**src/rtl/dc_pkg.sv**
```systemverilog
// Shared definitions for the D-cache data-array front end.
// Holds the geometry constants, the core request record and the
// response FSM state type used by the controller, its sub-module and
// its port interface.
package dc_pkg;

  localparam int DEPTH      = 1024;
  localparam int WIDTH      = 256;
  localparam int WORD_W     = 64;
  localparam int ADDR_WIDTH = $clog2(DEPTH);
  localparam int OFF_WIDTH  = $clog2(WIDTH / WORD_W);
  localparam int STARVE_MAX = 4;
  localparam int BE_W       = WORD_W / 8;
  localparam int WORDS      = WIDTH / WORD_W;
  localparam int STARVE_W   = $clog2(STARVE_MAX + 1);

  typedef struct packed {
    logic                  rw;     // 0 = load, 1 = store
    logic [ADDR_WIDTH-1:0] idx;
    logic [OFF_WIDTH-1:0]  off;
    logic [BE_W-1:0]       be;
    logic [WORD_W-1:0]     wdata;
  } dc_core_req_t;

  typedef enum logic {IDLE, RESP} dc_state_e;

endpackage

```
**src/rtl/dc_data_ctrl_if.sv**
```systemverilog
// Bundle of every non-clock signal of dc_data_ctrl:
//   core request  : core_req_valid/ready, rw, idx, off, be, wdata
//   core response : core_resp_valid/ready, rdata
//   refill write  : refill_valid/ready, idx, data
//   RAM side      : ram_en, ram_rw, ram_bit_mask, ram_addr, ram_din, ram_qout
// slave  = the controller's view, master = the LSU/refill/RAM environment.
interface dc_data_ctrl_if;
  import dc_pkg::*;

  logic                  core_req_valid;
  logic                  core_req_ready;
  logic                  core_req_rw;
  logic [ADDR_WIDTH-1:0] core_req_idx;
  logic [OFF_WIDTH-1:0]  core_req_off;
  logic [BE_W-1:0]       core_req_be;
  logic [WORD_W-1:0]     core_req_wdata;
  logic                  core_resp_valid;
  logic                  core_resp_ready;
  logic [WORD_W-1:0]     core_resp_rdata;
  logic                  refill_valid;
  logic                  refill_ready;
  logic [ADDR_WIDTH-1:0] refill_idx;
  logic [WIDTH-1:0]      refill_data;
  logic                  ram_en;
  logic                  ram_rw;
  logic [WIDTH-1:0]      ram_bit_mask;
  logic [ADDR_WIDTH-1:0] ram_addr;
  logic [WIDTH-1:0]      ram_din;
  logic [WIDTH-1:0]      ram_qout;

  modport slave (
    input  core_req_valid, core_req_rw, core_req_idx, core_req_off,
           core_req_be, core_req_wdata, core_resp_ready,
           refill_valid, refill_idx, refill_data, ram_qout,
    output core_req_ready, core_resp_valid, core_resp_rdata, refill_ready,
           ram_en, ram_rw, ram_bit_mask, ram_addr, ram_din
  );

  modport master (
    output core_req_valid, core_req_rw, core_req_idx, core_req_off,
           core_req_be, core_req_wdata, core_resp_ready,
           refill_valid, refill_idx, refill_data, ram_qout,
    input  core_req_ready, core_resp_valid, core_resp_rdata, refill_ready,
           ram_en, ram_rw, ram_bit_mask, ram_addr, ram_din
  );

endinterface

```
**src/rtl/dc_be_expand.sv**
```systemverilog
// Turns a word's byte enables into a full-line bit mask.
//   be   in  BE_W       byte enables of the core word
//   off  in  OFF_WIDTH  word slot within the line
//   mask out WIDTH      each enabled byte becomes 8 ones in slot 'off'
module dc_be_expand
  import dc_pkg::*;
(
  input  logic [BE_W-1:0]      be,
  input  logic [OFF_WIDTH-1:0] off,
  output logic [WIDTH-1:0]     mask
);

  genvar gi, gj;
  generate
    for (gi = 0; gi < WORDS; gi++) begin : g_word
      for (gj = 0; gj < BE_W; gj++) begin : g_byte
        assign mask[gi*WORD_W + gj*8 +: 8] = {8{be[gj] && (off == OFF_WIDTH'(gi))}};
      end
    end
  endgenerate

endmodule

```
**src/rtl/dc_data_ctrl.sv**
```systemverilog
// D-cache data-array front end. Arbitrates core word loads/stores
// against full-line refill writes onto the single-port dc_ram and
// returns load words from ram_qout through a valid/ready response.
//   clk  in  clock
//   rst  in  synchronous active-high reset
//   bus  dc_data_ctrl_if.slave (core req/resp, refill, RAM signals)
module dc_data_ctrl
  import dc_pkg::*;
(
  input  logic           clk,
  input  logic           rst,
  dc_data_ctrl_if.slave  bus
);

  dc_core_req_t          req;
  dc_state_e             state_reg, state_next;
  logic [OFF_WIDTH-1:0]  off_q_reg, off_q_next;
  logic [STARVE_W-1:0]   starve_cnt_reg, starve_cnt_next;
  logic                  core_ok, core_grant, refill_grant, load_grant;
  logic [WIDTH-1:0]      store_mask;

  assign req = '{rw:    bus.core_req_rw,
                 idx:   bus.core_req_idx,
                 off:   bus.core_req_off,
                 be:    bus.core_req_be,
                 wdata: bus.core_req_wdata};

  dc_be_expand u_be_expand (
    .be   (req.be),
    .off  (req.off),
    .mask (store_mask)
  );

  // Loads may only issue once the current response is gone (or leaves
  // this cycle). Stores never touch qout, so they may slip in while a
  // response is stalled.
  always_comb begin
    core_ok      = bus.core_req_valid && !rst &&
                   (state_reg == IDLE || bus.core_resp_ready || req.rw);
    core_grant   = core_ok &&
                   (!bus.refill_valid || starve_cnt_reg == STARVE_W'(STARVE_MAX));
    refill_grant = bus.refill_valid && !rst && !core_grant;
    load_grant   = core_grant && !req.rw;
  end

  // RAM drive straight from the grant; idle leaves ram_en low.
  always_comb begin
    bus.core_req_ready = core_grant;
    bus.refill_ready   = refill_grant;
    bus.ram_en         = 1'b0;
    bus.ram_rw         = 1'b0;
    bus.ram_bit_mask   = '0;
    bus.ram_addr       = req.idx;
    bus.ram_din        = {WORDS{req.wdata}};
    if (refill_grant) begin
      bus.ram_en       = 1'b1;
      bus.ram_rw       = 1'b1;
      bus.ram_bit_mask = '1;
      bus.ram_addr     = bus.refill_idx;
      bus.ram_din      = bus.refill_data;
    end else if (core_grant) begin
      if (req.rw) begin
        // An all-zero byte enable is accepted but costs no RAM cycle.
        bus.ram_en       = |req.be;
        bus.ram_rw       = 1'b1;
        bus.ram_bit_mask = store_mask;
      end else begin
        bus.ram_en = 1'b1;
      end
    end
  end

  always_comb begin
    state_next      = state_reg;
    off_q_next      = off_q_reg;
    starve_cnt_next = starve_cnt_reg;

    if (load_grant) begin
      state_next = RESP;
      off_q_next = req.off;
    end else if (state_reg == RESP && bus.core_resp_ready) begin
      state_next = IDLE;
    end

    // Only counts refills that actually held off a waiting core request.
    if (core_grant || !bus.core_req_valid) begin
      starve_cnt_next = '0;
    end else if (refill_grant && starve_cnt_reg != STARVE_W'(STARVE_MAX)) begin
      starve_cnt_next = starve_cnt_reg + STARVE_W'(1);
    end

    // qout is held by the RAM until the next read, so it is used unregistered.
    bus.core_resp_valid = (state_reg == RESP) && !rst;
    bus.core_resp_rdata = bus.ram_qout[off_q_reg*WORD_W +: WORD_W];
  end

  always_ff @(posedge clk) begin
    if (rst) begin
      state_reg      <= IDLE;
      off_q_reg      <= '0;
      starve_cnt_reg <= '0;
    end else begin
      state_reg      <= state_next;
      off_q_reg      <= off_q_next;
      starve_cnt_reg <= starve_cnt_next;
    end
  end

endmodule

```
**src/flat_wrapper.sv**
```systemverilog
// flat-port wrapper written by rule: the top's interface ports become plain ports
module dc_data_ctrl_flat import dc_pkg::*;
  (clk, rst, bus_core_req_valid, bus_core_req_rw, bus_core_req_idx, bus_core_req_off, bus_core_req_be, bus_core_req_wdata, bus_core_resp_ready, bus_refill_valid, bus_refill_idx, bus_refill_data, bus_ram_qout, bus_core_req_ready, bus_core_resp_valid, bus_core_resp_rdata, bus_refill_ready, bus_ram_en, bus_ram_rw, bus_ram_bit_mask, bus_ram_addr, bus_ram_din);
  dc_data_ctrl_if bus_i ();
  input  logic clk;
  input  logic rst;
  input wire logic [$bits(bus_i.core_req_valid)-1:0] bus_core_req_valid;
  input wire logic [$bits(bus_i.core_req_rw)-1:0] bus_core_req_rw;
  input wire logic [$bits(bus_i.core_req_idx)-1:0] bus_core_req_idx;
  input wire logic [$bits(bus_i.core_req_off)-1:0] bus_core_req_off;
  input wire logic [$bits(bus_i.core_req_be)-1:0] bus_core_req_be;
  input wire logic [$bits(bus_i.core_req_wdata)-1:0] bus_core_req_wdata;
  input wire logic [$bits(bus_i.core_resp_ready)-1:0] bus_core_resp_ready;
  input wire logic [$bits(bus_i.refill_valid)-1:0] bus_refill_valid;
  input wire logic [$bits(bus_i.refill_idx)-1:0] bus_refill_idx;
  input wire logic [$bits(bus_i.refill_data)-1:0] bus_refill_data;
  input wire logic [$bits(bus_i.ram_qout)-1:0] bus_ram_qout;
  output wire logic [$bits(bus_i.core_req_ready)-1:0] bus_core_req_ready;
  output wire logic [$bits(bus_i.core_resp_valid)-1:0] bus_core_resp_valid;
  output wire logic [$bits(bus_i.core_resp_rdata)-1:0] bus_core_resp_rdata;
  output wire logic [$bits(bus_i.refill_ready)-1:0] bus_refill_ready;
  output wire logic [$bits(bus_i.ram_en)-1:0] bus_ram_en;
  output wire logic [$bits(bus_i.ram_rw)-1:0] bus_ram_rw;
  output wire logic [$bits(bus_i.ram_bit_mask)-1:0] bus_ram_bit_mask;
  output wire logic [$bits(bus_i.ram_addr)-1:0] bus_ram_addr;
  output wire logic [$bits(bus_i.ram_din)-1:0] bus_ram_din;
  assign bus_i.core_req_valid = bus_core_req_valid;
  assign bus_i.core_req_rw = bus_core_req_rw;
  assign bus_i.core_req_idx = bus_core_req_idx;
  assign bus_i.core_req_off = bus_core_req_off;
  assign bus_i.core_req_be = bus_core_req_be;
  assign bus_i.core_req_wdata = bus_core_req_wdata;
  assign bus_i.core_resp_ready = bus_core_resp_ready;
  assign bus_i.refill_valid = bus_refill_valid;
  assign bus_i.refill_idx = bus_refill_idx;
  assign bus_i.refill_data = bus_refill_data;
  assign bus_i.ram_qout = bus_ram_qout;
  assign bus_core_req_ready = bus_i.core_req_ready;
  assign bus_core_resp_valid = bus_i.core_resp_valid;
  assign bus_core_resp_rdata = bus_i.core_resp_rdata;
  assign bus_refill_ready = bus_i.refill_ready;
  assign bus_ram_en = bus_i.ram_en;
  assign bus_ram_rw = bus_i.ram_rw;
  assign bus_ram_bit_mask = bus_i.ram_bit_mask;
  assign bus_ram_addr = bus_i.ram_addr;
  assign bus_ram_din = bus_i.ram_din;
  dc_data_ctrl u_core (.clk(clk), .rst(rst), .bus(bus_i));
endmodule
```
**config.mk**
```make
export PLATFORM = sky130hd
export DESIGN_NAME = dc_data_ctrl_flat
export DESIGN_NICKNAME = d
export VERILOG_FILES = /design/src/rtl/dc_pkg.sv /design/src/rtl/dc_data_ctrl_if.sv /design/src/rtl/dc_be_expand.sv /design/src/rtl/dc_data_ctrl.sv /design/src/flat_wrapper.sv
export SDC_FILE = /design/constraint.sdc
export NUM_CORES = 1
export LEC_CHECK = 0
export ABC_AREA = 0
export CORE_AREA = 3 3 461 463
export DETAILED_ROUTE_END_ITERATION = 16
export DIE_AREA = 0 0 464 466
export GPL_ROUTABILITY_DRIVEN = 0
export HOLD_SLACK_MARGIN = 0.03
export PLACE_DENSITY_LB_ADDON = 0.25
export SLEW_MARGIN = 5
export SYNTH_ARGS = -nofsm -noshare
export SYNTH_HDL_FRONTEND = slang
export SYNTH_HIERARCHICAL = 1
export SYNTH_SLANG_ARGS = --single-unit
```
**constraint.sdc**
```tcl
create_clock -name clk -period 2.9 [get_ports clk]
set_clock_uncertainty 0.2 [all_clocks]
set_input_delay 0.58 -clock clk [delete_from_list [all_inputs] [get_ports clk]]
set_output_delay 0.58 -clock clk [all_outputs]
set_load 0.01 [all_outputs]
```
# Yosys cells after proc, flatten, opt, wreduce, memory -nomap -nowiden
# Index checks and enable logic that the tools add are counted.
dict set report totals {
  register_bits 6
  inputBits 612
  output_inout_bits 591
}
dict set report classes {
  addsub 1
  eq_ne 5
  n_shift 1
  n_mux 13
  bitwise 1
  reduce_logical 54
}
# operator n
set ops {}
lappend ops {{$mux 256} 4}
lappend ops {{$shiftx 256x9->64} 1}
lappend ops {{$logic_and 1x1->1} 41}
lappend ops {{$mux 10} 1}
lappend ops {{$mux 1} 8}
lappend ops {{$reduce_or 8->1} 1}
lappend ops {{$logic_not 1->1} 5}
lappend ops {{$eq 2x2->1 const B} 2}
lappend ops {{$logic_or 1x1->1} 4}
lappend ops {{$add 3x1->3 const B} 1}
lappend ops {{$eq 3x3->1 const B} 1}
lappend ops {{$ne 3x3->1 const B} 1}
lappend ops {{$eq 2x1->1 const B} 1}
lappend ops {{$logic_not 2->1} 1}
lappend ops {{$reduce_bool 2->1} 1}
lappend ops {{$reduce_or 2->1} 1}
lappend ops {{$not 1->1} 1}

# Longest topological paths before layout
dict set report logic_depth {
  word_depth 8
  mapped_depth 8
  ltp_nobuf 5
}

# By module
# The synthesis kept the hierarchy.
# mod instances cells_per_inst area_each_um2 seq_area_each_um2
set by_module_without_submodules {}
lappend by_module_without_submodules {dc_data_ctrl 1 734 7537.2 120.1}
lappend by_module_without_submodules {dc_be_expand 1 262 2001.9 0.0}

# Worst setup path after synthesis
# Ideal clock, no wire load.
dict set report synth_timing {
  kind {input to output}
  from {input port bus_core_req_rw}
  to {output port bus_ram_addr[8]}
  arrival_time_ps 1935
  required_time_ps 2120
  slack_ps 185
  cell_stages 5
  cell_sequence {or3b_1 -> a31oi_4 -> buf_6 -> buf_4 -> mux2_2}
}
dict set report synth_via {
  elab_chain_len 6
}
# element line
set synth_lines {}
lappend synth_lines {{from (decl)} flat_wrapper.sv:8} ;# input wire logic [$bits(bus_i.core_req_rw)-1:0] bus_core_req_rw;
lappend synth_lines {{$logic_or 1x1->1} dc_data_ctrl.sv:39} ;# (state_reg == IDLE || bus.core_resp_ready || req.rw);
lappend synth_lines {{$logic_and 1x1->1} dc_data_ctrl.sv:38} ;# core_ok = bus.core_req_valid && !rst &&
lappend synth_lines {{$logic_and 1x1->1} dc_data_ctrl.sv:40} ;# core_grant = core_ok &&
lappend synth_lines {{$logic_not 1->1} dc_data_ctrl.sv:42} ;# refill_grant = bus.refill_valid && !rst && !core_grant;
lappend synth_lines {{$logic_and 1x1->1} dc_data_ctrl.sv:42}
lappend synth_lines {{$mux 10} dc_data_ctrl.sv:55} ;# if (refill_grant) begin
lappend synth_lines {{to (decl)} flat_wrapper.sv:25} ;# output wire logic [$bits(bus_i.ram_addr)-1:0] bus_ram_addr;
# Every way passes these cells.

# Worst setup path after layout
dict set report layout_timing {
  from {input port bus_core_req_rw}
  to {output port bus_ram_din[79]}
}
dict set report layout_via {
  elab_chain_len 6
}
# element line
set layout_lines {}
lappend layout_lines {{$logic_or 1x1->1} dc_data_ctrl.sv:39}
lappend layout_lines {{$logic_and 1x1->1} dc_data_ctrl.sv:38}
lappend layout_lines {{$logic_and 1x1->1} dc_data_ctrl.sv:40}
lappend layout_lines {{$logic_not 1->1} dc_data_ctrl.sv:42}
lappend layout_lines {{$logic_and 1x1->1} dc_data_ctrl.sv:42}
lappend layout_lines {{$mux 256} dc_data_ctrl.sv:55}
lappend layout_lines {{to (decl)} flat_wrapper.sv:26} ;# output wire logic [$bits(bus_i.ram_din)-1:0] bus_ram_din;
# Every way passes these cells.

==> flow_summary_export.csv <==
group,metric,value,unit
clock_network,numCtsBuffers,3,
layout,instances_no_fill,5003,
setup_path,cpPeakStageDelay,0.41,ns
synth,synth_area_leaders,"mux2_2, a21o_1, buf_4, mux4_2, buf_6",
synth,synth_cell_types,31,
sta,timing.fmax,0.296,GHz
pwr,leakagePower,12.3,nW
pwr,powerDensity,178,nW/um^2
clock_network,clkTransAtPathRegs,0.04,ns
sta,setup_viol,532,
synth,seq_area_frac_synth,1.26,%
global_routing,grt_pass1_wl,186000,um
place,dp_cells,4826,
drt,route.detailed.drc,0,
sta,fin_crit,3.38,ns
pwr,peakVddDrop,183,uV
setup_path,crit_type,"input pin to output port",
sta,finalSetupTns,-168.46,ns
worst_hold_path,hold-path-cell-count,2,
clock_network,cts.htree.levels,1,
layout,layout.nets,2791,
global_routing,grt_pass1_vias,13277,
clock_network,cts_hold_buf,0,
die,die_area,216000,um^2
synth,syn_avg_cell_area,9.58,um^2
synth,synth_top_cell_by_area,"mux2_2",
clock_network,clk_latency,0.23,ns
die,core_area,209000,um^2
global_routing,antenna_found_initial,209,
run_status,violations,"negative setup slack",
synth,ys.flop_type,"dfxtp_1",
drt,ant_nets,0,
drt,drt_iter0_drc,805,
clock_network,cts.sinks,6,
clock_network,ctsLongestPathBuffers,2,
drt,wire_per_inst,32.7,um
place,port_buffers,1202,
run_status,run_status,"complete, but fails checks",
drt,num_vias,14028,
clock_network,cts_tree,"yes",
layout,area_growth,182,%
layout,drive_gt1_share,51.7,%
setup_path,rr_worst_depth,7,
synth,yosys_warnings,6,
sta,tightest_slew,0.409,ns
synth,synth.most_common_cell,"a21o_1",
setup_path,worst_path_most_repeated_cell,"buf_4",
die,io_pins,1203,
die,die_y,466,um
global_routing,grt_max_degree,125,
setup_path,cp_cell_sequence,"buf_8 -> or3b_4 -> a31oi_4 -> buf_12 -> buf_16 -> buf_4 -> buf_16 -> buf_4 -> buf_4 -> mux2_4 -> buf_4",
die,die_w,464,um
synth,synth_top_area_share,29.4,%
synth,syn_area,9540,um^2
sta,rsz0062_at_grt,"yes",
synth,synth_edf_count,0,
setup_path,critPathRequiredTime,2.12,ns
setup_path,cp_max_fo,7,
setup_path,cp-start-kind,"input pin",
synth,synth-async-reset-ratio,0,%
place,pre_cts_ws,-1.30,ns
synth,syn_inst,996,
sta,relSlewSlack,72.7,%
drt,wirelength,164000,um
worst_hold_path,hp-class,"flop to flop",
setup_path,crit_arrival,2.60,ns
drt,firstDrtPassIters,5,
global_routing,grtUsageTotal,13.7,%
global_routing,overflow,0,
sta,worst_slack,-0.483,ns
layout,largest_reg_flops,3,
synth,synth_fp_nets,1610,
sta,drv_slew,0,
clock_network,root_buffer,"clkbuf_16",
setup_path,cp-end-kind,"output port",
die,start_util,4.56,%
place,dp_hpwl,145000,um
die,std_cell_rows,168,
pwr,p_total,4.79,mW
sta,timing_hold_violations_final,0,
sta,timing.final.crit_share,117,%
drt,viasPerCell,2.80,
layout,ff_latch_area,130,um^2
layout,multi_input_area,7430,um^2
setup_path,worst_path_max_delay_cell,"or3b_4",
synth,ys_top_cells_by_count,"a21o_1, mux2_2, buf_4",
layout,n_fill_cell,23900,
job,drv_cap,0,
synth,ys_ff_latch,6,
## through the flow
stage	cell area (um^2)	hold slack, ns	utilization [%]
global placement	24400	0.290	11.7
floorplan	9540	0.263	-
detailed placement	24400	0.292	11.7
global route	26900	0.319	12.9
finish	26900	0.297	12.9
CTS	25000	0.288	11.9
## path summary, 6_finish.rpt
check | from | to | slack, ns
min | u_core/starve_cnt_reg[1] | u_core/starve_cnt_reg[1] | 0.30
max reg2reg | u_core/starve_cnt_reg[1] | u_core/off_q_reg[0] | 1.11
min reg2reg | u_core/starve_cnt_reg[1] | u_core/starve_cnt_reg[1] | 0.30
max | bus_core_req_rw | bus_ram_din[79] | -0.48
## cells in the final DEF, fill, tap and decap left out, drive strengths merged, types with 2 or more instances in the layout
master           n
clkdlybuf4s50  707
buf            619
mux2           268
a21o           257
clkbuf         156
mux4            64
dlymetal6s2s    26
diode           22
and3b           16
and3            10
nor3b            9
dfxtp            6
nor2b            5
a21oi            4
nand3            3
inv              3
dlygate4sd2      2
nor2             2
nand2            2
o21ai            2
nand2b           2
a21bo            2
ha               2
## routing by layer
metal | global-route usage (%) | part of all wire [%]
met5 | 0 | 0.26
met4 | 0.812 | 2.4
met3 | 4.87 | 8.6
met2 | 26.8 | 53
met1 | 14.6 | 36
## power breakdown
part	switching (mW)	internal, mW	leakage [nW]
logic	1.90	2.56	12.2
clock network	0.0518	0.183	0.0383
registers	0.00302	0.0837	0.0511
total	1.96	2.83	12.3
## worst max-delay path, delay by kind of cell
family	cells	cell delay (ns)
compound gates	1	0.19
buf+inv	8	1.06
mux	1	0.33
simple gates	1	0.41
## cells by family (layout without fill, tap and decap cells)
group / Yosys count / after routing / share of synthesized area [%]
other cells: 0 / 22 / 0
simple gates: 55 / 55 / 4.05
buf+inv: 334 / 1514 / 26.6
compound gates: 267 / 267 / 21.1
flops: 6 / 6 / 1.26
fa+ha+maj: 2 / 2 / 0.262
mux: 332 / 332 / 46.7
## cell type report
type | count | share of cell area [%]
inverter | 3 | 0.0418
sequential | 6 | 0.483
tap | 2805 | 13.0
clock buffer | 4 | 0.293
timing repair buffer | 1507 | 58.4
antenna | 22 | 0.204
multi-input combinational | 656 | 27.6
## timing repair
action | 4_1_cts | 5_1_grt
endpoints found under the setup margin | 556 | 555
resized for setup | 595 | 1259
cloned | 12 | 38
pin swaps | 3 | 14
setup buffers | 30 | 87
endpoints found under the hold margin | 0 | 0
Note: power is estimated with default switching activity, not from simulation.
==> RTL edit 1: new RTL, same settings <==
Change the package constant `DEPTH` from 1024 to 512.
--- a/src/rtl/dc_pkg.sv
+++ b/src/rtl/dc_pkg.sv
@@ -6,3 +6,3 @@
 
-  localparam int DEPTH      = 1024;
+  localparam int DEPTH      = 512;
   localparam int WIDTH      = 256;
Interface: changed (resized bus_core_req_idx, bus_ram_addr and bus_refill_idx); port bits go from 1203 to 1200. The function was not compared with the original's and may differ.
==> RTL edit 1 against the original RTL <==
The flow still finishes with violations (setup timing). Hold slack better by 2.1 ps. Via count fell by 0.48%. Setup slack got worse by 31 ps. Area after synthesis down 0.34%. Routed wire length shrank 3.5%. Combinational power down 7.6%. Critical path depth down 5. Sequential cell count unchanged. Register-to-register slack better by 70 ps. Cell area decreased by 5.8%. Power down 7.0%. Largest power group unchanged. Highest routed layer unchanged.
==> RTL edit 1: results <==
group,metric,value,unit
synth,synth_seq_area_share,1.263,%
cells_and_area,nFillCells,24085,
clocking,post-cts-setup-buffer-count,37,
worst_setup_path,crit_end,"bus_ram_din[209]",
worst_hold_path,min_delay_worst_endpoint,"u_core/state_reg",
worst_setup_path,slowest_stage,"sky130_fd_sc_hd__clkdlybuf4s50_1",
synth,yosys.area.top_type_share,22.86,%
worst_setup_path,max_stage_delay,580,ps
sta,setup_viol_count_final,549,
place,placed_cells,4801,
status,violated_checks,"setup timing",
power_and_ir_drop,seq_cell_power,87.3,uW
routing,firstDrtPassIters,7,
place,place.detailed.hpwl,140900,um
synth,yosys-top-cells-count,"256 x sky130_fd_sc_hd__a21o_1, 225 x sky130_fd_sc_hd__buf_4, 193 x sky130_fd_sc_hd__mux2_2",
global_route,grt_antenna_before_repair,183,
worst_setup_path,cp_max_fo,28,
sta,finalHoldWorstSlack,299.4,ps
power_and_ir_drop,power.static_leakage,11.24,nW
power_and_ir_drop,pwr-share-clk,5.3,%
cells_and_area,final_layout_size_suffix_gt1_share,35.87,%
sta,setup_slack,-514.4,ps
global_route,grtUsageTotal,13.72,%
routing,route.detailed.wl_per_inst,31.86,um
status,run_status,"complete, but fails checks",
worst_hold_path,worst_hold_startpoint,"u_core/state_reg",
synth,ys_top_cells_by_area,"sky130_fd_sc_hd__mux2_2 23%, sky130_fd_sc_hd__a21o_1 20%, sky130_fd_sc_hd__buf_4 18%",
place,dp_slack,-1028,ps
==> RTL edit 1: cells by family after synthesis <==
logic type,count (synthesis),share of synthesized area (%)
compound gates,267,20.95
fa+ha+maj,2,0.2632
flops,6,1.264
mux,331,46.76
buf+inv,333,26.41
simple gates,56,4.344
==> RTL edit 1: per-layer routing <==
metal,up-vias,part of all wire (%),track usage [%]
met5,-,0.43,1.888
met4,106,5.0,5.887
met3,354,15,9.699
met2,1091,46,22.07
met1,6678,34,13.38
li1,5731,-,-
==> RTL edit 1: layout make-up <==
class / count / area [sq um] / area share (%)
diodes: 80 / 200.2 / 0.7887
clock buffers: 4 / 78.83 / 0.3106
inverters: 3 / 37.54 / 0.1479
multi-input cells: 656 / 7042 / 27.74
flip-flops and latches: 6 / 128.9 / 0.5077
well taps: 2805 / 3510 / 13.83
repair buffers: 1402 / 14310 / 56.37
repair inverters: 3 / 76.32 / 0.3007
==> RTL edit 2: new RTL, config.mk and constraints unchanged <==
Made on the original files. Make the reset (`rst`) asynchronous in one clocked block. Comments in the files are not updated.
--- a/src/rtl/dc_data_ctrl.sv
+++ b/src/rtl/dc_data_ctrl.sv
@@ -96,3 +96,3 @@
 
-  always_ff @(posedge clk) begin
+  always_ff @(posedge clk or posedge rst) begin
     if (rst) begin
Function: not settled (the Yosys comparison gave no result); the edit may change what the design does.
==> RTL edit 2 against the original RTL <==
The flow still finishes with violations (setup timing). Routed wire length down 17%. Setup slack gained 280 ps. Sequential power grew 71%. Cell area shrank 5.2%. Combinational power rose by 18%. Area after synthesis down 2.2%. Power rose by 18%. Maximum frequency grew 9.2%. Sequential cell count unchanged. Synthesized cell count down 0.10%. Register-to-register slack worse by 160 ps. Critical path type is now register to output pin. Highest routed layer unchanged.
==> RTL edit 2: results <==
group,metric,value,unit
power_and_ir_drop,p_total,5.668,mW
worst_setup_path,endpoint_of_the_lowest_slack_register_to_register_path,"u_core/off_q_reg[0]",
synth,syn-num-nets,1609,
routing,wirelength_met1,44120,um
clocking,cells_resized_by_post_cts_repair,1614,
sta,setup_viol_count_final,471,
place,placed_cells,4833,
worst_setup_path,cp_max_fo,6,
sta,tightestPinTransition,547.5,ps
global_route,globalRouteMet3Util,2.694,%
global_route,groute.layer.met2.usage,25.53,%
sta,setup_slack,-198.7,ps
status,run_status,"complete, but fails checks",
synth,post_synth_mux_area_share,47.79,%
cells_and_area,final_net_count,2749,
worst_setup_path,slowest_stage,"sky130_fd_sc_hd__dfrtp_1",
global_route,grtUsageTotal,11.74,%
place,dp_slack,-1065,ps
global_route,gr-usage-met1,11.13,%
global_route,grt_pass1_vias,13813,
routing,route.met2.wl,79450,um
global_route,grt_antenna_before_repair,111,
synth,syn_inst,995,
synth,ys_top_cells_by_area,"sky130_fd_sc_hd__a21o_1 21%, sky130_fd_sc_hd__buf_4 19%, sky130_fd_sc_hd__mux2_2 16%",
worst_setup_path,crit_end,"bus_ram_din[144]",
status,violated_checks,"setup timing",
[RTL edit 2: cell types whose count changed in the layout (fill, tap and decap cells not counted), moves of 25 or more]
cell,delta
sky130_fd_sc_hd__mux2_4,-26
sky130_fd_sc_hd__clkdlybuf4s50_1,-41
sky130_fd_sc_hd__mux2_1,+72
sky130_fd_sc_hd__mux2_2,-46
sky130_fd_sc_hd__dlygate4sd2_1,+73
sky130_fd_sc_hd__clkbuf_16,-25
sky130_fd_sc_hd__buf_2,+100
sky130_fd_sc_hd__buf_6,-109
[RTL edit 2: layout make-up]
class / instances / area, sq um
clock buffer: 4 / 78.83
timing repair buffer: 1463 / 14350
timing repair inverter: 1 / 20.02
tap: 2805 / 3510
multi-input combinational: 654 / 7336
sequential: 6 / 157.7
antenna: 17 / 42.54
fill: 24125 / 183600
inverter: 6 / 38.79
